## config.mk

```make
export PLATFORM = sky130hd
export DESIGN_NAME = fifo_wr_ptr_full
export DESIGN_NICKNAME = d
export VERILOG_FILES = /design/src/rtl/fifo_wr_ptr_full.sv
export SDC_FILE = /design/constraint.sdc
export NUM_CORES = 1
export LEC_CHECK = 0
export CAP_MARGIN = 10
export CORE_UTILIZATION = 35
export CTS_CLUSTER_DIAMETER = 60
export DETAILED_ROUTE_END_ITERATION = 8
export PLACE_DENSITY = 0.67
export SKIP_CTS_REPAIR_TIMING = 1
export SYNTH_ARGS = -nofsm -noshare
export SYNTH_HDL_FRONTEND = slang
export SYNTH_SLANG_ARGS = --single-unit
```

## constraint.sdc

```tcl
create_clock -name wr_clk -period 3.4 [get_ports wr_clk]
set_clock_uncertainty 0.15 [all_clocks]
set_input_delay 0.34 -clock wr_clk [delete_from_list [all_inputs] [get_ports wr_clk]]
set_output_delay 0.34 -clock wr_clk [all_outputs]
set_load 0.005 [all_outputs]
```

## src/rtl/fifo_wr_ptr_full.sv

```systemverilog
// rtl/fifo_wr_ptr_full.sv - write-side pointer, Gray export and full/level logic of the dual-clock FIFO
module fifo_wr_ptr_full #(
    parameter int S         = 12,
    parameter int ADDR_W    = 7,
    parameter int AF_MARGIN = 4
) (
    input  logic              wr_clk,
    input  logic              wr_rst_n,
    input  logic              wr_req,
    input  logic [ADDR_W:0]   rd_gray_ptr,
    output logic              wr_en,
    output logic [S-1:0]      wr_ptr,
    output logic [ADDR_W:0]   wr_gray_ptr,
    output logic              full,
    output logic              almost_full,
    output logic [ADDR_W:0]   wr_level,
    output logic              overflow
);

    localparam int DEPTH = 1 << ADDR_W;
    localparam logic [ADDR_W:0] AF_THRESH = (ADDR_W + 1)'(DEPTH - AF_MARGIN);

    logic [ADDR_W:0] wbin_q, wbin_d;
    logic [ADDR_W:0] wgray_q, wgray_d;
    logic [ADDR_W:0] rq1_q, rq1_d;
    logic [ADDR_W:0] rq2_q, rq2_d;
    logic [ADDR_W:0] level_q, level_d;
    logic            full_q, full_d;
    logic            almost_full_q, almost_full_d;
    logic            overflow_q, overflow_d;
    logic [ADDR_W:0] rbin_s;

    always_comb begin
        wr_en   = wr_req & ~full_q & wr_rst_n;
        wbin_d  = wbin_q + {{ADDR_W{1'b0}}, wr_en};
        wgray_d = (wbin_d >> 1) ^ wbin_d;
        rq1_d   = rd_gray_ptr;
        rq2_d   = rq1_q;

        // Each binary bit is the XOR of all Gray bits at or above it.
        rbin_s = '0;
        for (int i = 0; i <= ADDR_W; i++) begin
            rbin_s[i] = ^(rq2_q >> i);
        end

        level_d       = wbin_d - rbin_s;
        full_d        = (wgray_d == {~rq2_q[ADDR_W:ADDR_W-1], rq2_q[ADDR_W-2:0]});
        almost_full_d = (level_d >= AF_THRESH);
        overflow_d    = overflow_q | (wr_req & full_q);
    end

    always_ff @(posedge wr_clk or negedge wr_rst_n) begin
        if (!wr_rst_n) begin
            wbin_q        <= '0;
            wgray_q       <= '0;
            rq1_q         <= '0;
            rq2_q         <= '0;
            level_q       <= '0;
            full_q        <= 1'b0;
            almost_full_q <= 1'b0;
            overflow_q    <= 1'b0;
        end else begin
            wbin_q        <= wbin_d;
            wgray_q       <= wgray_d;
            rq1_q         <= rq1_d;
            rq2_q         <= rq2_d;
            level_q       <= level_d;
            full_q        <= full_d;
            almost_full_q <= almost_full_d;
            overflow_q    <= overflow_d;
        end
    end

    assign wr_ptr      = {{(S - ADDR_W){1'b0}}, wbin_q[ADDR_W-1:0]};
    assign wr_gray_ptr = wgray_q;
    assign full        = full_q;
    assign almost_full = almost_full_q;
    assign wr_level    = level_q;
    assign overflow    = overflow_q;

endmodule
```

==> impl_table.tex, run 1 <==
\begin{tabular}{lr}
\hline
Metric & Value \\
\hline
\multicolumn{2}{l}{\textbf{Power}} \\
Net switching power figure & roughly 740 uW \\
Fraction of power spent switching nets & about a third \\
Worst vdd ir & approximately 0.36 mV \\
Sequential share of power & between 30\% and 40\% \\
Cell-internal power & between 1 and 1.5 mW \\
Clk network pwr share & 17.7\% \\
Part of the power in combinational logic & approximately 50\% \\
Standby leakage power & roughly 1.2 nW \\
Total power per unit cell area & 846 mW/mm\^{}2 \\
\multicolumn{2}{l}{\textbf{Global route}} \\
Wire length of the first global-routing pass & approximately 5700 microns \\
Pin count of the biggest net entering global routing & 43 \\
Antenna violations before repair & 0 \\
Overall overflow remaining after global route & 0 \\
Number of global-route vias before repair & 1182 \\
Overall fraction of global-route tracks in use & approximately an eighth \\
\multicolumn{2}{l}{\textbf{Routing}} \\
Count of routing violations after the opening detailed-route iteration & between 50 and 60 \\
Drt total wl & around 3300 microns \\
Count of vias placed by the detailed router & 1218 \\
Detailed-route vias per instance & around 4.4 \\
Residual DRC & 0 \\
Average detailed-routed wire length per instance & 11.9 microns \\
Antenna viol nets, final & 0 \\
DRT Pass-1 Iters & 4 \\
\multicolumn{2}{l}{\textbf{Synthesis}} \\
Fraction of the mapped netlist area in simple logic gates & 6.46\% \\
Main area contributors after synthesis & dfrtp\_1 53\%, xnor2\_1 10\%, xor2\_1 7.5\% \\
Post-synthesis average cell area & approximately 13 sq um \\
Fraction of the yosys area taken by sequential cells & a little over half \\
Main combinational cell family by area after synthesis & XOR/XNOR gates \\
Fraction of registers with async set or reset after synthesis & 100\% \\
Share of the synthesized area in the top cell type & a little over half \\
Most common flop cell mapped by yosys & dfrtp\_1 \\
Count of state elements after synthesis & 42 \\
Ranking of synthesized cells by instance count & 42 x dfrtp\_1, 23 x xnor2\_1, 17 x xor2\_1, 13 x inv\_1, 9 x ha\_1 \\
Number of synthesized flops with an enable pin & 0 \\
Adder-cell share of the synthesized area & 6.71\% \\
Multiplexer share of the synthesized area & less than 1\% \\
Number of distinct library cells after synthesis & 32 \\
Post-synthesis compound-gate area fraction & $\sim$5.8\% \\
Total number of yosys warnings & 0 \\
Count of mapped cells out of synthesis & about 160 \\
Top cell type by total area after synthesis & dfrtp\_1 \\
Summed instance area of the synthesized netlist & 0.00198 sq mm \\
Post-Synth XOR/XNOR Area & 22.3\% \\
Count leader, synth & dfrtp\_1 \\
\multicolumn{2}{l}{\textbf{Setup path}} \\
Classification of the worst setup path & flip-flop to flip-flop \\
FF-to-FF End & almost\_full \\
Capture point of the worst path & almost\_full \\
Critical path depth in cells & 10 \\
Register-to-Register Path Depth & 10 \\
Highest net fanout along the worst path & 4 \\
Reg-to-reg startpoint & rq2\_q[5] \\
Arrival time worst endpoint & approximately 3200 ps \\
Critical Path, Cell by Cell & xnor3\_2 -> xnor2\_4 -> xnor2\_2 -> ha\_1 -> nor2b\_1 -> o21ai\_0 -> a21boi\_0 -> a221oi\_2 -> xnor2\_1 -> o311ai\_2 \\
Launching element of the worst setup path & rq2\_q[5] \\
Crit path capture type & flip-flop \\
FF-to-FF setup slack & slightly above 200 ps \\
Buffers \& Inverters on Critical Path & 0 \\
CP max-delay cell & xnor3\_2 \\
Crit-path max cell delay & roughly 560 ps \\
Family with the most delay on the worst path & XOR/XNOR gates \\
Critical Path Start Type & flip-flop \\
Worst path required time & roughly 3400 ps \\
\multicolumn{2}{l}{\textbf{STA}} \\
Number of slew-limit violations in the final report & 0 \\
Final setup viols & 0 \\
Setup repair after global routing missed its margin & false \\
Number of hold violations in the final report & 0 \\
Final-layout worst hold slack & 2.41 ps \\
Slew at the pin with the worst max-slew slack & around 500 ps \\
Final critical-path share of the clock period & roughly 94\% \\
Accumulated negative setup slack & 0 ps \\
Timing-limited maximum frequency & $\sim$310 MHz \\
Normalized max-slew margin & between 60\% and 70\% \\
Tmin final & 3200 ps \\
\multicolumn{2}{l}{\textbf{Place}} \\
DPL Wire Length & around 2500 microns \\
Count of input and output buffers & 37 \\
Number of cells in the design after placement & about 270 \\
Weighted congestion at the end of routability-driven global placement & between 0.8 and 0.9 \\
\multicolumn{2}{l}{\textbf{CTS}} \\
Maximum level of the CTS H-tree & 2 \\
Root buf cell & clkbuf\_8 \\
CTS tree & done \\
Num Clock Sinks & 42 \\
Insertion delay of the later-clocked pin in the worst-skew pair & $\sim$290 ps \\
Clock-pin slew on the worst setup and hold paths & approximately 80 ps \\
CTS buffer count & 5 \\
Clock Tree Buf Depth & 2 \\
\multicolumn{2}{l}{\textbf{Floorplan}} \\
Width of the die & 77.2 microns \\
Number of top-level pins & 43 \\
Floorplan Core Area & between 0.005 and 0.006 sq mm \\
Placement Rows & 26 \\
Overall die height & 77.2 microns \\
Initial Util & between 30\% and 40\% \\
Overall die area & 0.00595 sq mm \\
\multicolumn{2}{l}{\textbf{Layout}} \\
Total inserted antenna cells & 0 \\
Layout cell share with drive strength beyond 1 & 11.2\% \\
Area grow syn2layout & 30.4\% \\
Number of standard cells in the final layout excluding fillers & between 200 and 300 \\
Number of nets at the end of the flow & between 200 and 250 \\
\multicolumn{2}{l}{\textbf{Hold path}} \\
Hold Path Class & primary input to asynchronous set/reset pin \\
\multicolumn{2}{l}{\textbf{Flow run}} \\
Maximum capacitance violations & 0 \\
\multicolumn{2}{l}{\textbf{Status}} \\
Status & finished, final reports clean \\
\hline
\end{tabular}
## layer usage
layer  up-vias  part of all wire, %  GRT usage [%]
li1        597                    -              -
met1       577                   48           16.7
met2        37                   45           19.5
met3         7                  4.7           3.33
met4         0                  1.6           5.66
met5         -                    0              0
## kinds of logic after synthesis
| family | Yosys count |
|---|---|
| multiplexers | 1 |
| XOR/XNOR | 44 |
| AND/OR/NAND/NOR | 26 |
| adder cells (fa/ha/maj) | 10 |
| flip-flops | 42 |
| other | 1 |
| AO/OA/AOI/OAI | 14 |
| buffers and inverters | 20 |
## worst min path at each step
stage,from,endpoint,slack [ps],cells past startpoint
after floorplan,wr_rst_n,almost_full,-110,0
after global routing,wr_rst_n,wbin_q[1],60,2
after CTS,wr_rst_n,wbin_q[5],30,2
after global placement,rq1_q[1],rq2_q[1],180,0
after detailed placement,rq1_q[5],rq2_q[5],180,0
final,wr_rst_n,wbin_q[1],2,2
## power by group through the flow
stage               clock network (mW)  registers, mW  logic, mW
detailed placement                   0          0.721       1.08
finish                           0.386          0.709       1.08
floorplan                            0          0.722      0.647
CTS                              0.396          0.710       1.09
global route                     0.420          0.727       1.21
global placement                     0          0.720       1.07
## through the flow
step	setup slack (ps)	util, %	cell area (sq um)	total power, mW
finish	203	48.9	2580	2.18
global route	5.35	48.9	2580	2.36
CTS	115	48.4	2550	2.19
detailed placement	59.8	46.3	2440	1.80
global placement	86.8	46.3	2440	1.79
floorplan	422	-	1990	1.37
## layout make-up
cell class              instances  area (sq um)
inverters                      13          48.8
clock inverters                 2          37.5
clock buffers                   6          72.6
flip-flops and latches         42          1050
well taps                      70          87.6
multi-input cells             100           870
repair buffers                 43           410
fillers                       493          2690
## state kept, by name, summed over array words and instances (netlist names)
name,cells
almost_full,1
full,1
overflow,1
rq1_q,8
rq2_q,8
wbin_q,8
wr_gray_ptr,7
wr_level,8
## cells in the final DEF, fill, tap and decap left out, drive strengths merged, types with 2 or more instances in the layout
cell type,instances
ha,9
nor2,4
o21ai,2
xor2,18
a21oi,3
a21o,2
clkbuf,6
a31oi,2
dfrtp,42
and3,5
nand2,7
inv,13
buf,7
xnor2,24
clkdlybuf4s50,36
nand3,5
conb,5
xnor3,2
(Power assumes the default switching activity.)
==> run 2, diff against run 1 <==
--- a/config.mk
+++ b/config.mk
@@ -6,10 +6,11 @@
 export NUM_CORES = 1
 export LEC_CHECK = 0
 export CAP_MARGIN = 10
-export CORE_UTILIZATION = 35
+export CORE_UTILIZATION = 50
 export CTS_CLUSTER_DIAMETER = 60
 export DETAILED_ROUTE_END_ITERATION = 8
-export PLACE_DENSITY = 0.67
+export HOLD_SLACK_MARGIN = 0.02
+export PLACE_DENSITY = 0.87
 export SKIP_CTS_REPAIR_TIMING = 1
 export SYNTH_ARGS = -nofsm -noshare
 export SYNTH_HDL_FRONTEND = slang
==> run 2 against run 1 <==
Net effect:
- utilization grew 19 points
- first-iteration DRC count shrank 39%
- register-to-register slack lost 70 ps
- design area shrank 1.8%
- setup slack lost 75 ps
- non-clock buffer count is the same
- worst hold slack gained 3.0 ps
- maximum frequency shrank 2.3%
- die area shrank 29%
- sequential power is essentially flat
- flip-flop and latch count is the same
==> impl_table.tex, run 2 (synthesis results as in run 1) <==
\begin{tabular}{lr}
\hline
Metric & Value \\
\hline
\multicolumn{2}{l}{\textbf{Status}} \\
Status & finished, final reports clean (unchanged) \\
\multicolumn{2}{l}{\textbf{Power}} \\
Cell-internal power & 1.43 mW (was 1.44 mW) \\
Standby leakage power & 1.21 nW (about the same) \\
Net switching power figure & 749 uW (was 743 uW) \\
Power after layout & 2.18 mW (about the same) \\
Total power per unit cell area & 862 mW/mm\^{}2 (was 846 mW/mm\^{}2) \\
Clk network pwr share & 17.5\% (was 17.7\%) \\
Fraction of power spent switching nets & 34.3\% (was 34.1\%) \\
Worst vdd ir & 0.405 mV (was 0.363 mV) \\
Sequential share of power & 32.4\% (was 32.5\%) \\
Part of the power in combinational logic & 50.0\% (was 49.8\%) \\
\multicolumn{2}{l}{\textbf{CTS}} \\
Root buf cell & clkbuf\_8 (unchanged) \\
Clock-pin slew on the worst setup and hold paths & 80 ps (about the same) \\
Clock Tree Buf Depth & 2 (unchanged) \\
Insertion delay of the later-clocked pin in the worst-skew pair & 290 ps (about the same) \\
Num Clock Sinks & 42 (unchanged) \\
CTS buffer count & 5 (unchanged) \\
Maximum level of the CTS H-tree & 2 (unchanged) \\
CTS tree & done (unchanged) \\
\multicolumn{2}{l}{\textbf{Place}} \\
Placed Instance Area & 0.00241 sq mm (was 0.00244 sq mm) \\
Dpl ws & 45.1 ps (was 59.8 ps) \\
DPL Wire Length & 2760 microns (was 2500 microns) \\
Number of cells in the design after placement & 246 (was 268) \\
Weighted congestion at the end of routability-driven global placement & 0.931 (was 0.852) \\
Count of input and output buffers & 37 (unchanged) \\
\multicolumn{2}{l}{\textbf{Layout}} \\
Commonest cells after routing, fill and taps aside & 42 x dfrtp\_1, 36 x clkdlybuf4s50\_1, 22 x xnor2\_1 (was 42 x dfrtp\_1, 36 x clkdlybuf4s50\_1, 21 x xnor2\_1) \\
Number of nets at the end of the flow & 226 (unchanged) \\
Number of standard cells in the final layout excluding fillers & 254 (was 276) \\
Register cell area after layout & 0.00105 sq mm (unchanged) \\
Footprint of the multi-input gates & 851 sq um (was 870 sq um) \\
Total inserted antenna cells & 0 (unchanged) \\
Most common library cell in the layout ignoring fill and taps & dfrtp\_1 (unchanged) \\
Filler instances & 270 (was 493) \\
Final cell area excluding filler cells & 0.00253 sq mm (was 0.00258 sq mm) \\
Area grow syn2layout & 28.0\% (was 30.4\%) \\
Layout cell share with drive strength beyond 1 & 10.7\% (was 11.2\%) \\
\multicolumn{2}{l}{\textbf{Setup path}} \\
FF-to-FF End & almost\_full (unchanged) \\
Critical Path Start Type & flip-flop (unchanged) \\
Crit-path max cell delay & 550 ps (was 560 ps) \\
Most common cell on crit path & xnor2\_1 \\
Crit path capture type & flip-flop (unchanged) \\
Reg-to-reg startpoint & rq2\_q[7] (was rq2\_q[5]) \\
Highest net fanout along the worst path & 4 (unchanged) \\
Arrival time worst endpoint & 3320 ps (was 3240 ps) \\
Register-to-Register Path Depth & 11 (was 10) \\
Launching element of the worst setup path & rq2\_q[7] (was rq2\_q[5]) \\
Capture point of the worst path & almost\_full (unchanged) \\
Critical Path, Cell by Cell & xnor3\_2 -> xor2\_2 -> xnor2\_1 -> xnor2\_1 -> ha\_1 -> nor2b\_1 -> o21ai\_0 -> a21boi\_0 -> a221oi\_2 -> xnor2\_1 -> o311ai\_2 (was xnor3\_2 -> xnor2\_4 -> xnor2\_2 -> ha\_1 -> nor2b\_1 -> o21ai\_0 -> a21boi\_0 -> a221oi\_2 -> xnor2\_1 -> o311ai\_2) \\
Classification of the worst setup path & flip-flop to flip-flop (unchanged) \\
CP max-delay cell & xnor3\_2 (unchanged) \\
FF-to-FF setup slack & 130 ps (was 200 ps) \\
Worst path required time & 3450 ps (was 3440 ps) \\
\multicolumn{2}{l}{\textbf{Routing}} \\
Detailed-route vias per instance & 4.97 (was 4.41) \\
DRT Pass-1 Iters & 4 (unchanged) \\
Count of routing violations after the opening detailed-route iteration & 36 (was 59) \\
Count of vias placed by the detailed router & 1262 (was 1218) \\
Average detailed-routed wire length per instance & 14.0 microns (was 11.9 microns) \\
Residual DRC & 0 (unchanged) \\
Antenna viol nets, final & 0 (unchanged) \\
Drt total wl & 3560 microns (was 3280 microns) \\
\multicolumn{2}{l}{\textbf{Flow run}} \\
Maximum capacitance violations & 0 (unchanged) \\
\multicolumn{2}{l}{\textbf{Floorplan}} \\
Overall die height & 64.9 microns (was 77.2 microns) \\
Width of the die & 64.9 microns (was 77.2 microns) \\
Initial Util & 53.2\% (was 37.5\%) \\
Placement Rows & 22 (was 26) \\
Overall die area & 0.00421 sq mm (was 0.00595 sq mm) \\
Number of top-level pins & 43 (unchanged) \\
Floorplan Core Area & 0.00372 sq mm (was 0.00527 sq mm) \\
\multicolumn{2}{l}{\textbf{STA}} \\
Final critical-path share of the clock period & 96.2\% (was 94.0\%) \\
Accumulated negative setup slack & 0 ps (unchanged) \\
Worst Slack Setup Final & 128 ps (was 203 ps) \\
Number of hold violations in the final report & 0 (unchanged) \\
Number of slew-limit violations in the final report & 0 (unchanged) \\
Final setup viols & 0 (unchanged) \\
Timing-limited maximum frequency & 306 MHz (was 313 MHz) \\
Tmin final & 3270 ps (was 3200 ps) \\
\multicolumn{2}{l}{\textbf{Global route}} \\
Overall fraction of global-route tracks in use & 19.4\% (was 12.7\%) \\
Wire length of the first global-routing pass & 6040 microns (was 5700 microns) \\
Number of global-route vias before repair & 1356 (was 1182) \\
Antenna violations before repair & 0 (unchanged) \\
Overall overflow remaining after global route & 0 (unchanged) \\
Pin count of the biggest net entering global routing & 43 (unchanged) \\
\multicolumn{2}{l}{\textbf{Hold path}} \\
Hold Path Class & primary input to asynchronous set/reset pin (unchanged) \\
\hline
\end{tabular}
[run 2: final cells by class]
type | count | share of cell area, %
tap | 48 | 2.37
clock buffer | 6 | 2.87
timing repair buffer | 43 | 16.2
sequential | 42 | 41.5
inverter | 13 | 1.93
clock inverter | 2 | 1.48
multi-input combinational | 100 | 33.6
[run 2: power by group through the flow]
stage / clock, mW / combinational, mW / sequential [mW]
2_1_floorplan: 0 / 0.647 / 0.722
3_3_place_gp: 0 / 1.06 / 0.714
3_5_place_dp: 0 / 1.09 / 0.722
4_1_cts: 0.390 / 1.09 / 0.710
5_1_grt: 0.411 / 1.21 / 0.724
6_report: 0.383 / 1.09 / 0.708
[run 2: metrics by stage]
step | utilization [%] | hold slack (ps)
finish | 68.1 | 5.36
detailed placement | 64.9 | 185
global route | 68.1 | 47.6
global placement | 64.9 | 183
floorplan | - | -106
CTS | 67.9 | 24.3
[run 2: worst min path at each step]
stage / slack [ps] / from / to
3_5_place_dp: 180 / rq1_q[7] / rq2_q[7]
2_1_floorplan: -110 / wr_rst_n / almost_full
4_1_cts: 20 / wr_rst_n / wbin_q[5]
6_report: 5 / wr_rst_n / wbin_q[5]
5_1_grt: 50 / wr_rst_n / wbin_q[5]
3_3_place_gp: 180 / rq1_q[5] / rq2_q[5]
[run 2: critical path: cells and delay by family (launching register included)]
family	cells	cell delay (ps)
AOI/OAI and AO/OA	4	1000
xor gates and xnor gates	5	1360
adders and majority gates	1	200
DFF	1	400
and+or+nand+nor	1	50
[run 2: per-layer routing]
layer	vias to the layer above	global-route usage, %	part of all wire (%)
li1	596	-	-
met1	614	21.3	40
met2	41	34.1	53
met3	11	5.99	5.3
met4	0	8.61	2.4
met5	-	0	0
==> run 3, diff against run 2 <==
--- a/config.mk
+++ b/config.mk
@@ -10,7 +10,7 @@
 export CTS_CLUSTER_DIAMETER = 60
 export DETAILED_ROUTE_END_ITERATION = 8
 export HOLD_SLACK_MARGIN = 0.02
-export PLACE_DENSITY = 0.87
+export PLACE_DENSITY_LB_ADDON = 0.08
 export SKIP_CTS_REPAIR_TIMING = 1
 export SYNTH_ARGS = -nofsm -noshare
 export SYNTH_HDL_FRONTEND = slang
==> run 3 against run 2 <==
Net effect:
- the flow now finishes with violations (hold timing)
- worst hold slack worse by 25 ps
- combinational power about the same
- setup slack better by 110 ps
- wire length up 0.31%
- power up 0.57%
- clock power up 1%
- first-iteration DRC count down 8.3%
- die area unchanged
- critical path depth down 1
- final cell count unchanged
- largest cell class unchanged
==> impl_table.tex, run 3 (synthesis results as in run 1) <==
\begin{tabular}{lr}
\hline
Metric & Value \\
\hline
\multicolumn{2}{l}{\textbf{Routing}} \\
Residual DRC & 0 (unchanged) \\
Drt total wl & 3570 microns (was 3560 microns) \\
DRT Pass-1 Iters & 4 (unchanged) \\
Detailed-route vias per instance & 5.03 (was 4.97) \\
Average detailed-routed wire length per instance & 14.1 microns (was 14.0 microns) \\
Count of routing violations after the opening detailed-route iteration & 33 (was 36) \\
Count of vias placed by the detailed router & 1278 (was 1262) \\
Antenna viol nets, final & 0 (unchanged) \\
\multicolumn{2}{l}{\textbf{STA}} \\
Final setup viols & 0 (unchanged) \\
Final critical-path share of the clock period & 93.1\% (was 96.2\%) \\
Final-layout worst hold slack & -20.0 ps (was 5.36 ps) \\
Normalized max-slew margin & between 60\% and 70\% \\
Timing-limited maximum frequency & 316 MHz (was 306 MHz) \\
Number of slew-limit violations in the final report & 0 (unchanged) \\
Tmin final & 3170 ps (was 3270 ps) \\
Slew at the pin with the worst max-slew slack & about 500 ps \\
Accumulated negative setup slack & 0 ps (unchanged) \\
Setup repair after global routing missed its margin & false \\
Number of hold violations in the final report & 18 (was 0) \\
\multicolumn{2}{l}{\textbf{Floorplan}} \\
Initial Util & 53.2\% (unchanged) \\
Floorplan Core Area & 0.00372 sq mm (unchanged) \\
Overall die height & 64.9 microns (unchanged) \\
Number of top-level pins & 43 (unchanged) \\
Placement Rows & 22 (unchanged) \\
Width of the die & 64.9 microns (unchanged) \\
Overall die area & 0.00421 sq mm (unchanged) \\
\multicolumn{2}{l}{\textbf{Setup path}} \\
FF-to-FF setup slack & 230 ps (was 130 ps) \\
FF-to-FF End & almost\_full (unchanged) \\
Arrival time worst endpoint & 3210 ps (was 3320 ps) \\
Crit-path max cell delay & 560 ps (was 550 ps) \\
Buffers \& Inverters on Critical Path & 0 (unchanged) \\
Reg-to-reg startpoint & rq2\_q[7] (unchanged) \\
Launching element of the worst setup path & rq2\_q[7] (unchanged) \\
Classification of the worst setup path & flip-flop to flip-flop (unchanged) \\
CP max-delay cell & xnor3\_2 (unchanged) \\
Register-to-Register Path Depth & 10 (was 11) \\
Critical Path, Cell by Cell & xnor3\_2 -> xnor2\_4 -> xnor2\_2 -> ha\_1 -> nor2b\_1 -> o21ai\_1 -> a21boi\_0 -> a221oi\_2 -> xnor2\_1 -> o311ai\_2 (was xnor3\_2 -> xor2\_2 -> xnor2\_1 -> xnor2\_1 -> ha\_1 -> nor2b\_1 -> o21ai\_0 -> a21boi\_0 -> a221oi\_2 -> xnor2\_1 -> o311ai\_2) \\
Crit path capture type & flip-flop (unchanged) \\
Highest net fanout along the worst path & 4 (unchanged) \\
Critical Path Start Type & flip-flop (unchanged) \\
Worst path required time & 3440 ps (was 3450 ps) \\
Family with the most delay on the worst path & XOR/XNOR gates (unchanged) \\
\multicolumn{2}{l}{\textbf{CTS}} \\
Insertion delay of the later-clocked pin in the worst-skew pair & 290 ps (about the same) \\
Maximum level of the CTS H-tree & 2 (unchanged) \\
Num Clock Sinks & 42 (unchanged) \\
Root buf cell & clkbuf\_8 (unchanged) \\
CTS tree & done (unchanged) \\
CTS buffer count & 5 (unchanged) \\
Clock-pin slew on the worst setup and hold paths & 80 ps (about the same) \\
Clock Tree Buf Depth & 2 (unchanged) \\
\multicolumn{2}{l}{\textbf{Status}} \\
Status & finished, violations left (was finished, final reports clean) \\
Failing checks & hold timing \\
\multicolumn{2}{l}{\textbf{Place}} \\
DPL Wire Length & 2780 microns (was 2760 microns) \\
Count of input and output buffers & 37 (unchanged) \\
Weighted congestion at the end of routability-driven global placement & 0.834 (was 0.931) \\
\multicolumn{2}{l}{\textbf{Global route}} \\
Wire length of the first global-routing pass & 5990 microns (was 6040 microns) \\
Number of global-route vias before repair & 1284 (was 1356) \\
Overall overflow remaining after global route & 0 (unchanged) \\
Antenna violations before repair & 0 (unchanged) \\
Pin count of the biggest net entering global routing & 43 (unchanged) \\
Overall fraction of global-route tracks in use & 19.9\% (was 19.4\%) \\
\multicolumn{2}{l}{\textbf{Power}} \\
Net switching power figure & 759 uW (was 749 uW) \\
Total power per unit cell area & 863 mW/mm\^{}2 (was 862 mW/mm\^{}2) \\
Cell-internal power & 1.44 mW (was 1.43 mW) \\
Part of the power in combinational logic & 49.8\% (was 50.0\%) \\
Power after layout & 2.19 mW (was 2.18 mW) \\
Sequential share of power & 32.5\% (was 32.4\%) \\
Fraction of power spent switching nets & 34.6\% (was 34.3\%) \\
Worst vdd ir & 0.404 mV (was 0.405 mV) \\
Clk network pwr share & 17.7\% (was 17.5\%) \\
Standby leakage power & 1.21 nW (about the same) \\
\multicolumn{2}{l}{\textbf{Layout}} \\
Commonest cells after routing, fill and taps aside & 42 x dfrtp\_1, 36 x clkdlybuf4s50\_1, 21 x xnor2\_1 (was 42 x dfrtp\_1, 36 x clkdlybuf4s50\_1, 22 x xnor2\_1) \\
Total inserted antenna cells & 0 (unchanged) \\
Area grow syn2layout & 28.6\% (was 28.0\%) \\
Most common library cell in the layout ignoring fill and taps & dfrtp\_1 (unchanged) \\
Number of nets at the end of the flow & 226 (unchanged) \\
Filler instances & 293 (was 270) \\
Layout cell share with drive strength beyond 1 & 11.7\% (was 10.7\%) \\
\multicolumn{2}{l}{\textbf{Hold path}} \\
Hold Path Class & primary input to asynchronous set/reset pin (unchanged) \\
\multicolumn{2}{l}{\textbf{Flow run}} \\
Maximum capacitance violations & 0 (unchanged) \\
\hline
\end{tabular}
[run 3: cell types whose count changed in the layout (fill, tap and decap cells not counted), sizes merged]
cell,delta
clkinvlp,+1
clkbuf,-1
[run 3: how the worst max path moves through the flow]
stage             endpoint  slack, ps  cells after the start
2_1_floorplan  almost_full        420                     10
3_3_place_gp   almost_full        120                     12
3_5_place_dp   almost_full         20                     12
4_1_cts        almost_full         80                     10
5_1_grt        almost_full         20                     10
6_report       almost_full        230                     10
[run 3: power groups by stage]
| stage | combinational, mW | sequential [mW] | clock, mW |
|---|---|---|---|
| finish | 1.09 | 0.714 | 0.388 |
| global route | 1.21 | 0.726 | 0.415 |
| CTS | 1.09 | 0.714 | 0.399 |
| detailed placement | 1.08 | 0.723 | 0 |
| global placement | 1.06 | 0.715 | 0 |
| floorplan | 0.647 | 0.722 | 0 |
[run 3: worst register-to-register path, stage by stage, from the launching register on]
cell and delay, ps:
dfrtp_1 410, xnor3_2 560, xnor2_4 300, xnor2_2 170, ha_1 250, nor2b_1 130, o21ai_1 180, a21boi_0 170
a221oi_2 310, xnor2_1 140, o311ai_2 290
[run 3: metrics by stage]
step                      cells  cell area [sq um]  worst slack (ps)  util (%)  hold WS (ps)
after floorplan             162               1990               422         -          -106
after global placement      246               2410               124      64.9           182
after detailed placement    246               2410              20.5      64.9           185
after CTS                   254               2530              79.4      68.0          16.4
after global routing        254               2540              16.0      68.4          45.4
final                       254               2540               234      68.4         -20.0
[run 3: layer usage]
| layer | GRT usage (%) | wire (microns) | share of wire (%) |
|---|---|---|---|
| met4 | 8.61 | 84 | 2.4 |
| met1 | 23.4 | 1490 | 42 |
| met3 | 4.93 | 166 | 4.6 |
| met2 | 34.1 | 1830 | 51 |
| met5 | 0 | 0 | 0 |
[run 3: area by class of cell]
| class | count | area, sq um | share of cell area (%) |
|---|---|---|---|
| Clock buffer | 5 | 68.8 | 2.71 |
| Sequential cell | 42 | 1050 | 41.3 |
| Clock inverter | 3 | 45.0 | 1.77 |
| Multi-Input combinational cell | 100 | 858 | 33.8 |
| Timing Repair Buffer | 43 | 410 | 16.1 |
| Tap cell | 48 | 60.1 | 2.36 |
| Inverter | 13 | 48.8 | 1.92 |
